$ cat src/rtl/labk_stim_seq.sv
// Stimulus sequencer that sweeps the four (a,b) vectors into an and-not gate stage and counts mismatches on z.
// Optional simulation trace of each sampled vector is enabled by defining LABK_STIM_TRACE_EN.
module labk_stim_seq #(
    parameter int SETTLE_CYCLES = 1
) (
    input  logic       clk,
    input  logic       rst_n,
    input  logic       start,
    input  logic       z,
    output logic       a,
    output logic       b,
    output logic [1:0] vec_idx,
    output logic       busy,
    output logic       done,
    output logic       pass,
    output logic [2:0] err_count
);

    localparam logic [1:0] IDLE   = 2'd0;
    localparam logic [1:0] DRIVE  = 2'd1;
    localparam logic [1:0] SAMPLE = 2'd2;
    localparam logic [1:0] DONE   = 2'd3;

    localparam logic [7:0] SETTLE_LOAD = 8'(SETTLE_CYCLES);

    logic [1:0] state_r;
    logic [1:0] state_s;
    logic [7:0] cnt_r;
    logic [7:0] cnt_s;
    logic [1:0] idx_s;
    logic [2:0] err_s;
    logic       busy_s;
    logic       mismatch_s;

    // Gate under test is expected to compute a & ~b on the currently driven vector.
    function automatic logic exp_and_not(input logic in_a, input logic in_b);
        return in_a & ~in_b;
    endfunction

    // Next-state, counter, vector index and error count selection.
    always_comb begin
        state_s    = state_r;
        cnt_s      = cnt_r;
        idx_s      = vec_idx;
        err_s      = err_count;
        mismatch_s = (z != exp_and_not(a, b));
        case (state_r)
            IDLE, DONE: begin
                if (start) begin
                    state_s = DRIVE;
                    cnt_s   = SETTLE_LOAD;
                    idx_s   = 2'd0;
                    err_s   = 3'd0;
                end else begin
                    state_s = state_r;
                end
            end
            DRIVE: begin
                cnt_s = cnt_r - 8'd1;
                // A zero count cannot occur in normal flow; treat it as "settled" so the sweep never stalls.
                if (cnt_r <= 8'd1) begin
                    state_s = SAMPLE;
                end else begin
                    state_s = DRIVE;
                end
            end
            SAMPLE: begin
                if (mismatch_s) begin
                    err_s = err_count + 3'd1;
                end else begin
                    err_s = err_count;
                end
                if (vec_idx != 2'd3) begin
                    idx_s   = vec_idx + 2'd1;
                    cnt_s   = SETTLE_LOAD;
                    state_s = DRIVE;
                end else begin
                    state_s = DONE;
                end
            end
            default: begin
                state_s = IDLE;
                cnt_s   = 8'd0;
                idx_s   = 2'd0;
                err_s   = 3'd0;
            end
        endcase
        busy_s = (state_s == DRIVE) || (state_s == SAMPLE);
    end

    // State and registered outputs; done/pass reflect the DONE state one edge after it is entered.
    always_ff @(posedge clk) begin
        if (!rst_n) begin
            state_r   <= IDLE;
            cnt_r     <= 8'd0;
            vec_idx   <= 2'd0;
            err_count <= 3'd0;
            a         <= 1'b0;
            b         <= 1'b0;
            busy      <= 1'b0;
            done      <= 1'b0;
            pass      <= 1'b0;
        end else begin
            state_r   <= state_s;
            cnt_r     <= cnt_s;
            vec_idx   <= idx_s;
            err_count <= err_s;
            a         <= busy_s & idx_s[1];
            b         <= busy_s & idx_s[0];
            busy      <= busy_s;
            done      <= (state_r == DONE);
            pass      <= (state_r == DONE) && (err_count == 3'd0);
        end
    end

`ifdef LABK_STIM_TRACE_EN
    // Trace of every sampled vector and the gate response.
    always_ff @(posedge clk) begin
        if (rst_n && (state_r == SAMPLE)) begin
            $display("a=%b b=%b z=%b", a, b, z);
        end else begin
        end
    end
`else
`endif

endmodule

$ cat config.mk
export PLATFORM = sky130hd
export DESIGN_NAME = labk_stim_seq
export DESIGN_NICKNAME = d
export VERILOG_FILES = /design/src/rtl/labk_stim_seq.sv
export SDC_FILE = /design/constraint.sdc
export NUM_CORES = 1
export LEC_CHECK = 0
export CORE_MARGIN = 2
export CORE_UTILIZATION = 60
export CTS_BUF_LIST = sky130_fd_sc_hd__clkbuf_4 sky130_fd_sc_hd__clkbuf_8
export CTS_CLUSTER_SIZE = 10
export DETAILED_ROUTE_END_ITERATION = 10
export GPL_TIMING_DRIVEN = 0
export PLACE_DENSITY = 0.83
export SYNTH_ARGS = -nofsm -noshare
export SYNTH_HDL_FRONTEND = slang
export SYNTH_SLANG_ARGS = --single-unit
export TNS_END_PERCENT = 20
$ cat constraint.sdc
create_clock -name clk -period 2.8 [get_ports clk]
set_clock_uncertainty 0.1 [all_clocks]
set_input_delay 0.7 -clock clk [delete_from_list [all_inputs] [get_ports clk]]
set_output_delay 0.7 -clock clk [all_outputs]
set_load 0.02 [all_outputs]
Yosys cells after proc, flatten, opt, wreduce, memory -nomap -nowiden
Cells that the tools add are included.
{ "classes": {"addsub": 3, "order_cmp": 1, "n_eq_ne": 10, "mux": 13, "bitwise_logic": 4, "reduce_logical": 8} }
{ "op_table": {"columns": ["cell", "count"], "rows": [
  ["case mux 8 bit (3 select lines)", 1],
  ["two-way mux 8 bit", 2],
  ["two-way mux 2 bit", 5],
  ["less-or-equal comparator 8 x 1 -> 1 bit (second input constant)", 1],
  ["!= test 2 bit (second input constant)", 4],
  ["subtractor 8 x 1 -> 8 bit (second input constant)", 1],
  ["equality test 2 bit (second input constant)", 3],
  ["two-way mux 3 bit", 2],
  ["case mux 2 bit (3 select lines)", 1],
  ["case mux 3 bit (2 select lines)", 1],
  ["equality test 2 x 1 -> 1 bit (second input constant)", 2],
  ["case mux 2 bit (2 select lines)", 1],
  ["adder 3 x 1 -> 3 bit (second input constant)", 1],
  ["bitwise AND 1 bit", 3],
  ["zero test 3 bit", 1],
  ["AND reduction 3 bit", 1],
  ["adder 2 x 1 -> 2 bit (second input constant)", 1],
  ["zero test 2 bit", 1],
  ["AND reduction 2 bit", 1],
  ["nonzero test 2 bit", 1],
  ["OR reduction 2 bit", 1],
  ["logical AND 1 bit", 1],
  ["logical OR 1 bit", 1],
  ["!= test 1 bit", 1],
  ["NOT 1 bit", 1]
]} }
{ "word_totals": {"ff_bits": 20, "inputBits": 4, "word_cells": 48} }

Logic depth before layout (Yosys ltp)
Gate-level depths: netlist (run 1).
{ "depth": {"ltp_word": 6, "depth_mapped": 8} }

Worst setup path after synthesis (run 1)
Ideal clock, no wire load.
{ "synth_timing": {"path_type": "reg2reg", "start": "register state_r[0]", "end": "register cnt_r[7]", "arrival_ps": 1757, "path_slack_ps": 872, "stages_incl_launch_ff": 9, "n_path_buf": 2, "cell_sequence": "dfxtp_1 > inv_1 > ha_1 > clkbuf_1 > nand2b_1 > clkbuf_1 > nand3_1 > or4_1 > a21oi_1"} }
{ "synth_between": {"elab_chain_len": 4} }
{ "synth_lines": {"columns": ["element", "line_no", "rtl"], "rows": [
  ["start, declared", "26", "logic [1:0] state_r;"],
  ["start signal, assigned", "104", "state_r <= state_s;"],
  ["equality test 2 bit or zero test 2 bit (tied branches)", "47", "case (state_r)"],
  ["OR reduction 2 bit", "47", null],
  ["!= test 2 bit (no source line)", null, null],
  ["AND reduction 2 bit (no source line)", null, null],
  ["end signal, assigned", "105", "cnt_r <= cnt_s;"],
  ["end, declared", "28", "logic [7:0] cnt_r;"]
]} }
Parallel ways exist; a longest one is shown, timed or not.
A chain may end at the register's enable or synchronous reset.

Worst setup path in the final report (run 1)
{ "layout_timing": {"start": "input port start", "end": "register err_count[2]"} }
{ "layout_between": {"elab_chain_len": 2} }
{ "layout_lines": {"columns": ["element", "line_no", "rtl"], "rows": [
  ["start, declared", "8", "input logic start,"],
  ["!= test 2 bit (no source line)", null, null],
  ["AND reduction 3 bit (no source line)", null, null],
  ["end signal, assigned", "107", "err_count <= err_s;"],
  ["end, declared", "16", "output logic [2:0] err_count"]
]} }
Every way passes these cells.

==> results of run 1 <==
[report_power, final]
part / leakage [nW] / switching (W) / internal (W) / total [W]
sequential: 0.163 / 0.0000617 / 0.000345 / 0.000407
clock: 0.0138 / 0.0000841 / 0.0000503 / 0.000134
combinational: 0.306 / 0.000291 / 0.000218 / 0.000510
[metrics by stage]
step / hold slack [ps] / total power [W] / setup WS, ps / cells
3_3_place_gp: 366 / 0.000880 / 352 / 145
6_report: 399 / 0.00105 / 592 / 148
2_1_floorplan: 380 / 0.000788 / 872 / 116
4_1_cts: 407 / 0.00105 / 588 / 148
3_5_place_dp: 390 / 0.000917 / 276 / 145
5_1_grt: 439 / 0.00113 / 422 / 148
[worst paths after layout]
kind | start | to | slack (ps)
max | start | err_count[2] | 590
min | err_count[1] | err_count[1] | 400
max reg2reg | state_r[0] | err_count[2] | 620
min reg2reg | err_count[1] | err_count[1] | 400
[cells by family after synthesis]
family          count (synthesis)  share of synthesized area (%)
buf+inv                        15                           5.54
flops                          20                           39.4
compound gates                 24                           15.1
fa+ha+maj                       7                           8.62
simple gates                   41                           23.2
mux                             3                           2.96
xor+xnor                        6                           5.17
[layer usage]
layer	track usage, %	part of all wire (%)	vias up
met5	0	0	-
met4	20.6	3.1	0
met3	5.20	4.2	7
met2	40.0	49	24
met1	28.8	44	404
li1	-	-	435
[layout by cell type (no fill, tap or decap), drive strengths merged, types with 3 or more instances in the layout]
cell type,instances
xor2,5
a211oi,3
mux2i,3
nor2,12
a21oi,5
clkbuf,7
o21ai,6
nand2,6
clkdlybuf4s50,13
inv,11
nor2b,4
ha,7
dfxtp,20
nand3,5
[state kept, by name (all words and copies together) (netlist names)]
name and count:
a 1, vec_idx 2, done 1, b 1, pass 1, busy 1, cnt_r 8, err_count 3
state_r 2
[layout make-up]
class | count | area [sq um] | share of cell area (%)
Buffer | 4 | 15.0 | 1.26
Clock buffer | 3 | 22.5 | 1.89
Inverter | 11 | 41.3 | 3.47
Multi-Input combinational cell | 81 | 559 | 47.1
Sequential cell | 20 | 400 | 33.7
Tap cell | 16 | 20.0 | 1.68
Timing Repair Buffer | 13 | 130 | 10.9
[critical path: stages]
cell                              delay (ps)
sky130_fd_sc_hd__clkdlybuf4s50_1         550
sky130_fd_sc_hd__nand2b_1                130
sky130_fd_sc_hd__clkbuf_1                270
sky130_fd_sc_hd__o21ai_0                 190
sky130_fd_sc_hd__a211oi_1                290
sky130_fd_sc_hd__mux2i_1                 220
==> run summary, run 1 <==
In this run, synthesis inferred 0 flip-flops with an integrated enable. The HPWL after detailed placement is 1.58 mm. The required time at the worst-slack endpoint came out at 2930 ps. For the pin with the worst max-slew slack, the measured transition is 467 ps. The worst setup path is captured at a flip-flop.

IR analysis of the VDD net gives a maximum drop of 689 uV. The overflow left after global routing came out at 0. The number of buffers on the longest clock path came out at 2. The number of global-route vias before repair came out at 885.

The wire length of the first global-routing pass came out at 3.62 mm. The power per cell area is 884 mW/mm^2. The number of vias per cell after detailed routing is 5.88. The floorplan step defined a core boundary enclosing 0.00154 sq mm. The area of the mapped netlist came out at 0.00102 sq mm. In the synthesized netlist, the cells that appear most often are sky130_fd_sc_hd__dfxtp_1 (20), sky130_fd_sc_hd__nor2_1 (12), sky130_fd_sc_hd__inv_1 (11). The antenna cell count came out at 0. The number of vias in the routed layout is 870. The clock insertion delay at the later pin of the skew report is 310 ps. The pin count of the biggest net entering global routing is 11. Once detail routing completed, the nets flagged for antenna violations numbered 0.

The initialized floorplan defines 14 standard-cell rows. The leakage component of the power is 0.482 nW. The layout net count is 145. Setup repair after global routing left no endpoint under its margin. The synthesis warning total is 0. The number of sinks driven by the clock tree came out at 20. During placement, the flow inserted port buffers numbering 13.

The count of distinct cell types in the synthesized netlist is 33. Setup violations remaining at the end of the flow were counted as 0. The mean instance size in the synthesized netlist is 8.76 sq um. The top-area cell type share of the netlist area is 39.4%. The final layout contains routed wiring with a total length of 2.06 mm.

The number of placed I/O pins came out at 14. The flow ran to the end, and the final reports show no timing, DRC or antenna violations. The maximum fanout count along the critical path is 8.

The total of fill cells in the finished design is 124. The number of clock buffers inserted by TritonCTS is 3. The fraction of layout cells with a size suffix above 1 is 3.79%.

The number of failing hold endpoints at the final stage is 0. The worst reg-to-reg path cell count is 8. The finished layout cell area came out at 0.00119 sq mm.

The floorplan die width is 45.2 microns. The setup total negative slack is 0 ps. The number of post-CTS setup repair buffers is 0. The leading register cell type out of synthesis is sky130_fd_sc_hd__dfxtp_1. Summed over all instances, the cell type with the most area after synthesis is sky130_fd_sc_hd__dfxtp_1. The number of max-slew violations in the final report is 0. The kind of critical path is in -> reg. The fraction of synthesis flops using an asynchronous set or reset pin came out at 0%. The first detailed-routing pass took 4 iterations. In the finished design, the share of the clock period the worst path needs comes to 78.9%. CTS built an H-tree with a depth of 1.

The vertical extent of the die is 45.2 microns. The area growth from synthesis to final layout is 17.0%. The arrival time of data at the critical path endpoint came out at 2340 ps. The top achievable clock speed is 453 MHz. The clock root buffer is sky130_fd_sc_hd__clkbuf_4. The area of the die came out at 0.00204 sq mm. TritonCTS built the clock tree. The cell area after placement is 0.00117 sq mm. The clock-pin slew reported for the worst setup and hold paths after clock tree synthesis is 110 ps. The path type of the worst min-delay path is reg -> reg. The synthesized net count is 127. By area the synthesized netlist is led by sky130_fd_sc_hd__dfxtp_1 (39%), sky130_fd_sc_hd__ha_1 (8.6%), sky130_fd_sc_hd__nor2_1 (4.4%). The initial antenna violation count came out at 0.

The most common cell in the synthesized netlist is sky130_fd_sc_hd__dfxtp_1. The remaining design rule violation count came out at 0. Measured on the finished design, the core utilization comes to 77.1%. The count of cells resized by post-cts repair is 0.

The hold buffer count at CTS came out at 0. At the end of routability-driven placement, the weighted congestion stood at 0.753. The number of DRC markers after the initial detailed-route iteration came out at 16.

In the final routed layout, each cell accounts on average for 13.9 microns. The worst hold path passes through 2 cells. The number of synthesized register bits is 20. The total routing resource utilization after global routing is 25.2%. The headroom to the max-slew limit came out at 68.7%. Of the synthesized area, sequential elements account for 39.4%.

The post-synthesis cell count is 116. The number of violations of the max-capacitance limit came out at 0. The shortest clock period the worst path allows after layout is 2210 ps. The initial utilization of the core area, before any placement, comes to 65.9%. STA classifies the critical path startpoint as an input port.
(Power assumes the default switching activity.)
==> run 2, diff against run 1 <==
--- a/config.mk
+++ b/config.mk
@@ -6,12 +6,12 @@
 export NUM_CORES = 1
 export LEC_CHECK = 0
 export CORE_MARGIN = 2
-export CORE_UTILIZATION = 60
+export CORE_UTILIZATION = 50
 export CTS_BUF_LIST = sky130_fd_sc_hd__clkbuf_4 sky130_fd_sc_hd__clkbuf_8
 export CTS_CLUSTER_SIZE = 10
 export DETAILED_ROUTE_END_ITERATION = 10
 export GPL_TIMING_DRIVEN = 0
-export PLACE_DENSITY = 0.83
+export PLACE_DENSITY = 0.74
 export SYNTH_ARGS = -nofsm -noshare
 export SYNTH_HDL_FRONTEND = slang
 export SYNTH_SLANG_ARGS = --single-unit
==> constraint.sdc (replaced) <==
create_clock -name clk -period 1.9 [get_ports clk]
set_clock_uncertainty 0.1 [all_clocks]
set_input_delay 0.475 -clock clk [delete_from_list [all_inputs] [get_ports clk]]
set_output_delay 0.475 -clock clk [all_outputs]
set_load 0.02 [all_outputs]
==> run 2 against run 1 <==
Die area rose by 18%. Sequential cell count stayed put. Global-route usage decreased by 7.5 points. Worst hold slack got worse by 12 ps. Utilization decreased by 14 points. Count of clock-buffer cells in the layout is the same. Largest power group unchanged.
==> run summary, run 2 (synthesis results as in run 1) <==
The arrival time of data at the critical path endpoint is 1280 ps (was 2340 ps). The hold buffer count at CTS is 0 (unchanged). The total of fill cells in the finished design is 183 (was 124). The number of failing hold endpoints at the final stage is 0 (unchanged). The overflow left after global routing is 0 (unchanged). The wire length of the first global-routing pass came out at 3.33 mm (was 3.62 mm).

The type of element capturing the critical path is an output pin (was flip-flop). The total wire length after detailed routing came out at 2.00 mm (was 2.06 mm). The number of buffers inserted by port buffering came out at 13 (unchanged). The area of the die is 0.00241 sq mm (was 0.00204 sq mm). The pin count of the biggest net entering global routing came out at 11 (unchanged).

The number of buffers and inverters on the critical path is 1 (was 2). The required time at the worst-slack endpoint came out at 1320 ps (was 2930 ps). Outcome: finished, final reports clean (unchanged).

The end point of the critical path is err_count[2] (unchanged). The vertical extent of the die came out at 49.1 microns (was 45.2 microns). Critical path, cell by cell: clkdlybuf4s50_1 (was clkdlybuf4s50_1 > nand2b_1 > clkbuf_1 > o21ai_0 > a211oi_1 > mux2i_1). The cell family contributing the most delay on the critical path is buffers and inverters (unchanged). RSZ-0062 raised after global routing: true (was false). The mean routed wirelength per cell came out at 12.8 microns (was 13.9 microns).

The master of the slowest instance on the critical path is sky130_fd_sc_hd__clkdlybuf4s50_1 (unchanged). The setup slack on the worst flop-to-flop path came to 110 ps (was 620 ps). The peak supply drop came out at 758 uV (was 689 uV). The number of violations of the max-capacitance limit came to 0 (unchanged). The clock root buffer is sky130_fd_sc_hd__clkbuf_4 (unchanged). The headroom to the max-slew limit is 64.6% (was 68.7%). The remaining design rule violation count came to 0 (unchanged). The cell depth of the worst setup path came out at 1 (was 6). The number of max-slew violations in the final report is 0 (unchanged). The beginning of the critical path is err_count[2] (was start). Derived from the worst setup path, the maximum achievable clock frequency is 539 MHz. The initial core utilization was 52.3% (was 65.9%). The leakage component of the power is 0.528 nW (was 0.482 nW).

The worst flop-to-flop path endpoint was cnt_r[7] (was err_count[2]). The power per cell area is 1280 mW/mm^2 (was 884 mW/mm^2). The most common cell after layout, fill and taps aside was sky130_fd_sc_hd__dfxtp_1 (unchanged). The CTS tree was yes (unchanged). The antenna cell count is 0 (unchanged).

The floorplan die width is 49.1 microns (was 45.2 microns). The number of vias per cell after detailed routing is 5.35 (was 5.88). The kind of critical path is reg -> out (was in -> reg). The shortest clock period the worst path allows after layout came out at 1860 ps. Highest-count cells in the layout ignoring fill and taps: sky130_fd_sc_hd__dfxtp_1 (18), sky130_fd_sc_hd__nor2_1 (12), sky130_fd_sc_hd__inv_1 (11), sky130_fd_sc_hd__clkdlybuf4s50_1 (8) (was sky130_fd_sc_hd__dfxtp_1 (20), sky130_fd_sc_hd__clkdlybuf4s50_1 (13), sky130_fd_sc_hd__nor2_1 (12), sky130_fd_sc_hd__inv_1 (11), sky130_fd_sc_hd__ha_1 (7)).

The number of vias in the routed layout was 834 (was 870). The clock-pin slew reported for the worst setup and hold paths after clock tree synthesis was 100 ps (was 110 ps). The startpoint of the most critical register-to-register path is state_r[0] (unchanged). The fraction of layout cells with a size suffix above 1 is 8.53% (was 3.79%). The flip-flop count of the largest register, all copies and words added is 8 (unchanged). The final core utilization is 63.0% (was 77.1%). The number of buffers on the longest clock path was 2 (unchanged).

The largest stage delay on the critical path is 610 ps (was 550 ps). Largest regs: cnt_r (8), err_count (3) (unchanged). The path type of the worst min-delay path is reg -> reg (unchanged).

The weighted congestion reported at the end of routability-driven placement came out at 0.802 (was 0.753). The ratio of final minimum period to clock period is 97.7%. The number of placed I/O pins is 14 (unchanged). The layout net count is 142 (was 145). The floorplan row count came out at 16 (was 14). The number of H-tree branching levels is 1 (unchanged).

The setup total negative slack came to 0 ps (unchanged). The number of DRC markers after the initial detailed-route iteration came out at 7 (was 16). The number of global-route vias before repair is 792 (was 885). The number of iterations in the first detailed-routing pass is 5 (was 4). The maximum fanout count along the critical path is 4 (was 8). The worst reg-to-reg path cell count is 7 (was 8). The total routing resource utilization after global routing was 17.7% (was 25.2%). The number of clock buffers inserted by TritonCTS came to 3 (unchanged). The number of sinks driven by the clock tree is 20 (unchanged).

The core region area came to 0.00194 sq mm (was 0.00154 sq mm). The total design power came out at 0.00156 W (was 0.00105 W). The number of post-CTS setup repair buffers came out at 0 (unchanged). The register containing the most flip-flops in the final layout is cnt_r (unchanged). The area growth from synthesis to final layout was 20.4% (was 17.0%).

The actual transition at the worst max-transition pin is 526 ps (was 467 ps). The critical path launch point type is a flip-flop (was input port). The antenna violation net count after detailed routing came out at 0 (unchanged).

The HPWL after detailed placement came out at 1.44 mm (was 1.58 mm). The clock insertion delay at the later pin of the skew report came to 300 ps (was 310 ps). The setup violation total in the final timing report is 0 (unchanged). The initial antenna violation count came to 0 (unchanged).
-- run 2: stage by stage --
| stage | setup slack (ps) | std cells | cell area, sq um | hold WS (ps) |
|---|---|---|---|---|
| CTS | 7.50 | 157 | 1200 | 386 |
| finish | 43.6 | 156 | 1220 | 387 |
| global placement | -245 | 156 | 1180 | 361 |
| detailed placement | -290 | 156 | 1180 | 371 |
| floorplan | 46.3 | 116 | 1020 | 380 |
| global route | -15.0 | 156 | 1220 | 425 |
-- run 2: layout make-up --
cell class,count,area [sq um],share of cell area [%]
tap,27,33.8,2.76
clock buffer,3,22.5,1.84
sequential,20,403,32.9
inverter,11,41.3,3.37
multi-input combinational,81,584,47.8
buffer,1,7.51,0.613
timing repair buffer,13,131,10.7
-- run 2: per-layer routing --
layer | track usage (%) | wire length (microns) | vias up
met5 | 0 | 0 | -
met4 | 7.14 | 29 | 0
met3 | 3.99 | 49 | 4
met2 | 28.8 | 947 | 13
met1 | 22.4 | 972 | 390
li1 | - | - | 427
-- run 2: worst reg2reg max path: stages (launching register included) --
cell and delay [ps]:
sky130_fd_sc_hd__dfxtp_2 380, sky130_fd_sc_hd__inv_1 80, sky130_fd_sc_hd__ha_4 270, sky130_fd_sc_hd__nand2b_1 70, sky130_fd_sc_hd__clkbuf_4 170, sky130_fd_sc_hd__nand3_1 90, sky130_fd_sc_hd__or4_1 420, sky130_fd_sc_hd__a21oi_1 150
-- run 2: worst min-delay path by stage --
stage	from	to	slack [ps]	depth (start not counted)
6_report	err_count[2]	err_count[2]	390	2
5_1_grt	err_count[2]	err_count[2]	430	2
4_1_cts	err_count[2]	err_count[2]	390	2
3_5_place_dp	err_count[2]	err_count[2]	370	2
3_3_place_gp	err_count[2]	err_count[2]	360	2
2_1_floorplan	cnt_r[5]	cnt_r[5]	380	2
-- run 2: timing repair --
item                       in CTS  in global routing
gates resized for setup         6                  7
pin swaps                       0                  2
setup endpoints to repair      17                 14
-- run 2: where the power goes --
part / internal [W] / leakage [nW] / switching, W
Sequential: 0.000511 / 0.164 / 0.0000949
Combinational: 0.000340 / 0.350 / 0.000421
Clock: 0.0000739 / 0.0138 / 0.000123
==> run 3, diff against run 2 <==
--- a/config.mk
+++ b/config.mk
@@ -5,6 +5,7 @@
 export SDC_FILE = /design/constraint.sdc
 export NUM_CORES = 1
 export LEC_CHECK = 0
+export ABC_AREA = 1
 export CORE_MARGIN = 2
 export CORE_UTILIZATION = 50
 export CTS_BUF_LIST = sky130_fd_sc_hd__clkbuf_4 sky130_fd_sc_hd__clkbuf_8
==> run 3 against run 2 <==
Final cell count up 21%. Final area down 0.10%. Non-clock buffer count shrank 1. Critical endpoint is now b. Largest cell class unchanged.
==> run summary, run 3 <==
The largest stage delay on the critical path came out at 610 ps (about the same). The fraction of layout cells with a size suffix above 1 was 6.83% (was 8.53%). The total of fill cells in the finished design was 188 (was 183). The number of sinks driven by the clock tree came out at 20 (unchanged).

The highest routing layer actually used is met4 (unchanged). The cell taking the most area after synthesis is sky130_fd_sc_hd__dfxtp_1 (unchanged). The antenna violation net count after detailed routing came out at 0 (unchanged). The met3 layer wire length in the routed design came out at 43 microns (was 49 microns). The CTS tree is yes (unchanged). The number of H-tree branching levels came out at 1 (unchanged).

The pin count of the biggest net entering global routing is 12 (was 11). The core region area came out at 0.00194 sq mm (unchanged). The hold buffer count at CTS is 0 (unchanged). The kind of critical path was reg -> out (unchanged). The number of vias per cell after detailed routing came to 4.65 (was 5.35).

The sequential fraction of the synthesis area is 39.1% (was 39.4%). The layout net count is 173 (was 142). The power per cell area is 1000 mW/mm^2 (was 1280 mW/mm^2). The number of buffers inserted by port buffering came out at 13 (unchanged). The arrival time of data at the critical path endpoint came out at 1260 ps (was 1280 ps). The headroom to the max-slew limit came out at 81.5% (was 64.6%). The met1 wire length is 926 microns (was 972 microns). The top-area cell type share of the netlist area is 39.1% (was 39.4%).

The post-synthesis cell count came out at 144 (was 116). The routed length on met2 came out at 852 microns (was 947 microns). The number of enable flip-flop cells after synthesis came out at 0 (unchanged).

The HPWL after detailed placement came out at 1.46 mm (was 1.44 mm). The floorplan die width is 49.3 microns (was 49.1 microns). The weighted congestion reported at the end of routability-driven placement came out at 0.786 (was 0.802).

The critical path launch point type is a flip-flop (unchanged). The clock insertion delay at the later pin of the skew report was 310 ps (was 300 ps). The required time at the worst-slack endpoint came to 1320 ps (about the same). The overflow left after global routing came out at 0 (unchanged). The leakage component of the power is 0.621 nW (was 0.528 nW). The count of distinct cell types in the synthesized netlist came out at 22 (was 33). The number of buffers and inverters on the critical path is 1 (unchanged).

The number of clock buffers inserted by TritonCTS came out at 3 (unchanged). The master of the slowest instance on the critical path is sky130_fd_sc_hd__clkdlybuf4s50_1 (unchanged). The top achievable clock speed was 545 MHz (was 539 MHz). The number of synthesized register bits came to 20 (unchanged).

The total routing resource utilization after global routing came out at 17.5% (was 17.7%). The synthesis warning total is 0 (unchanged). The synthesized net count is 155 (was 127). The number of DRC markers after the initial detailed-route iteration is 11 (was 7).

The vertical extent of the die came to 49.3 microns (was 49.1 microns). The total design power came out at 0.00122 W (was 0.00156 W). The number of violations of the max-capacitance limit is 0 (unchanged). The number of cells traversed by the worst hold path is 1 (was 2). The cell area after placement is 0.00119 sq mm (was 0.00118 sq mm).

The number of failing hold endpoints at the final stage is 0 (unchanged). The shortest clock period the worst path allows after layout came out at 1840 ps (was 1860 ps). The initial core utilization was 52.8% (was 52.3%). The antenna cell count is 0 (unchanged).

Critical path, cell by cell: clkdlybuf4s50_1 (unchanged). The area of the die came out at 0.00243 sq mm (was 0.00241 sq mm). The number of buffers on the longest clock path is 2 (unchanged). The area of the mapped netlist is 0.00102 sq mm (about the same).

The actual transition at the worst max-transition pin came out at 278 ps (was 526 ps). The finished layout cell area came to 0.00122 sq mm (about the same). The clock root buffer is sky130_fd_sc_hd__clkbuf_4 (unchanged).

Highest-count cells in the layout ignoring fill and taps: sky130_fd_sc_hd__nand2_1 (31), sky130_fd_sc_hd__inv_1 (28), sky130_fd_sc_hd__nor2_1 (23), sky130_fd_sc_hd__dfxtp_1 (19) (was sky130_fd_sc_hd__dfxtp_1 (18), sky130_fd_sc_hd__nor2_1 (12), sky130_fd_sc_hd__inv_1 (11), sky130_fd_sc_hd__clkdlybuf4s50_1 (8)). The number of vias in the routed layout is 874 (was 834). The path type of the worst min-delay path is reg -> reg (unchanged). The fraction of synthesis flops using an asynchronous set or reset pin is 0% (unchanged). The cell depth of the worst setup path is 1 (unchanged). The setup violation total in the final timing report is 0 (unchanged). Top cell types by occurrence after synthesis: sky130_fd_sc_hd__nand2_1 (31), sky130_fd_sc_hd__inv_1 (28), sky130_fd_sc_hd__nor2_1 (23) (was sky130_fd_sc_hd__dfxtp_1 (20), sky130_fd_sc_hd__nor2_1 (12), sky130_fd_sc_hd__inv_1 (11)). The clock-pin slew reported for the worst setup and hold paths after clock tree synthesis came out at 120 ps (was 100 ps).

The register containing the most flip-flops in the final layout is cnt_r (unchanged). The mean routed wirelength per cell came out at 9.95 microns (was 12.8 microns). The maximum fanout count along the critical path came out at 2 (was 4). The initial antenna violation count was 0 (unchanged).

The leading register cell type out of synthesis is sky130_fd_sc_hd__dfxtp_1 (unchanged). The peak supply drop is 648 uV (was 758 uV). The area growth from synthesis to final layout came to 19.3% (was 20.4%). Largest regs: cnt_r (8), err_count (3) (unchanged). The floorplan row count is 16 (unchanged).

The most common cell after layout, fill and taps aside is sky130_fd_sc_hd__nand2_1 (was sky130_fd_sc_hd__dfxtp_1). The number of iterations in the first detailed-routing pass came out at 4 (was 5). The flip-flop count of the largest register, all copies and words added is 8 (unchanged).

Top cells by area, synth: sky130_fd_sc_hd__dfxtp_1 (39%), sky130_fd_sc_hd__nand2_1 (11%), sky130_fd_sc_hd__inv_1 (10%) (was sky130_fd_sc_hd__dfxtp_1 (39%), sky130_fd_sc_hd__ha_1 (8.6%), sky130_fd_sc_hd__nor2_1 (4.4%)). The ratio of final minimum period to clock period came to 96.6% (was 97.7%). The setup total negative slack is 0 ps (unchanged). The wire length of the first global-routing pass was 3.23 mm (was 3.33 mm).

The worst reg-to-reg path cell count came out at 8 (was 7). The total wire length after detailed routing came out at 1.87 mm (was 2.00 mm). The library cell with the highest instance count after synthesis was sky130_fd_sc_hd__nand2_1 (was sky130_fd_sc_hd__dfxtp_1). The number of global-route vias before repair came out at 811 (was 792). The remaining design rule violation count came out at 0 (unchanged).

The number of placed I/O pins came out at 14 (unchanged). The type of element capturing the critical path was an output pin (unchanged). Outcome: finished, final reports clean (unchanged). The number of max-slew violations in the final report is 0 (unchanged). The mean instance size in the synthesized netlist is 7.12 sq um (was 8.76 sq um). The cell family contributing the most delay on the critical path is buffers and inverters (unchanged).
==> run 3: repair_timing <==
| action | in CTS | in global routing |
|---|---|---|
| setup buffers | 0 | 0 |
| resized for setup | 5 | 2 |
| gates cloned | 0 | 0 |
| endpoints found under the setup margin | 5 | 3 |
==> run 3: kinds of logic (layout without fill, tap and decap cells) <==
family          count (synthesis)  after routing  synth area share (%)
simple gates                   72             72                  30.5
compound gates                 15             15                  9.89
fa+ha+maj                       7              7                  8.55
xor+xnor                        2              2                  1.71
flops                          20             20                  39.1
buf+inv                        28             45                  10.3
==> run 3: area by class of cell <==
cell class,count,area (sq um),area share [%]
sequential,20,402,32.9
inverter,28,105,8.60
timing repair buffer,13,126,10.3
multi-input combinational,96,519,42.5
clock buffer,4,36.3,2.97
tap,27,33.8,2.76
==> run 3: routing by layer <==
layer / vias to the layer above / GRT usage, %
met5: - / 0
met4: 0 / 10.0
met3: 5 / 2.76
met2: 10 / 29.5
met1: 382 / 20.8
li1: 477 / -
==> run 3: power by group <==
group	internal, W	total, W	switching (W)
logic	0.000168	0.000462	0.000294
clock network	0.000117	0.000256	0.000139
registers	0.000474	0.000507	0.0000326
total	0.000759	0.00122	0.000466
==> run 3: metrics by stage <==
| step | instances | utilization [%] | hold slack [ps] | worst slack (ps) |
|---|---|---|---|---|
| finish | 188 | 63.0 | 382 | 64.1 |
| floorplan | 144 | - | 338 | 341 |
| global placement | 184 | 61.2 | 347 | -1.25 |
| global route | 188 | 63.0 | 402 | -4.03 |
| CTS | 188 | 62.8 | 386 | 44.9 |
| detailed placement | 184 | 61.2 | 360 | -48.2 |
==> run 3: worst paths after layout <==
path | slack, ps | from | endpoint
worst min-delay path | 380 | err_count[2] | pass
worst max-delay path | 60 | b | b
worst min register to register | 380 | err_count[2] | pass
worst max register to register | 150 | state_r[0] | err_count[1]
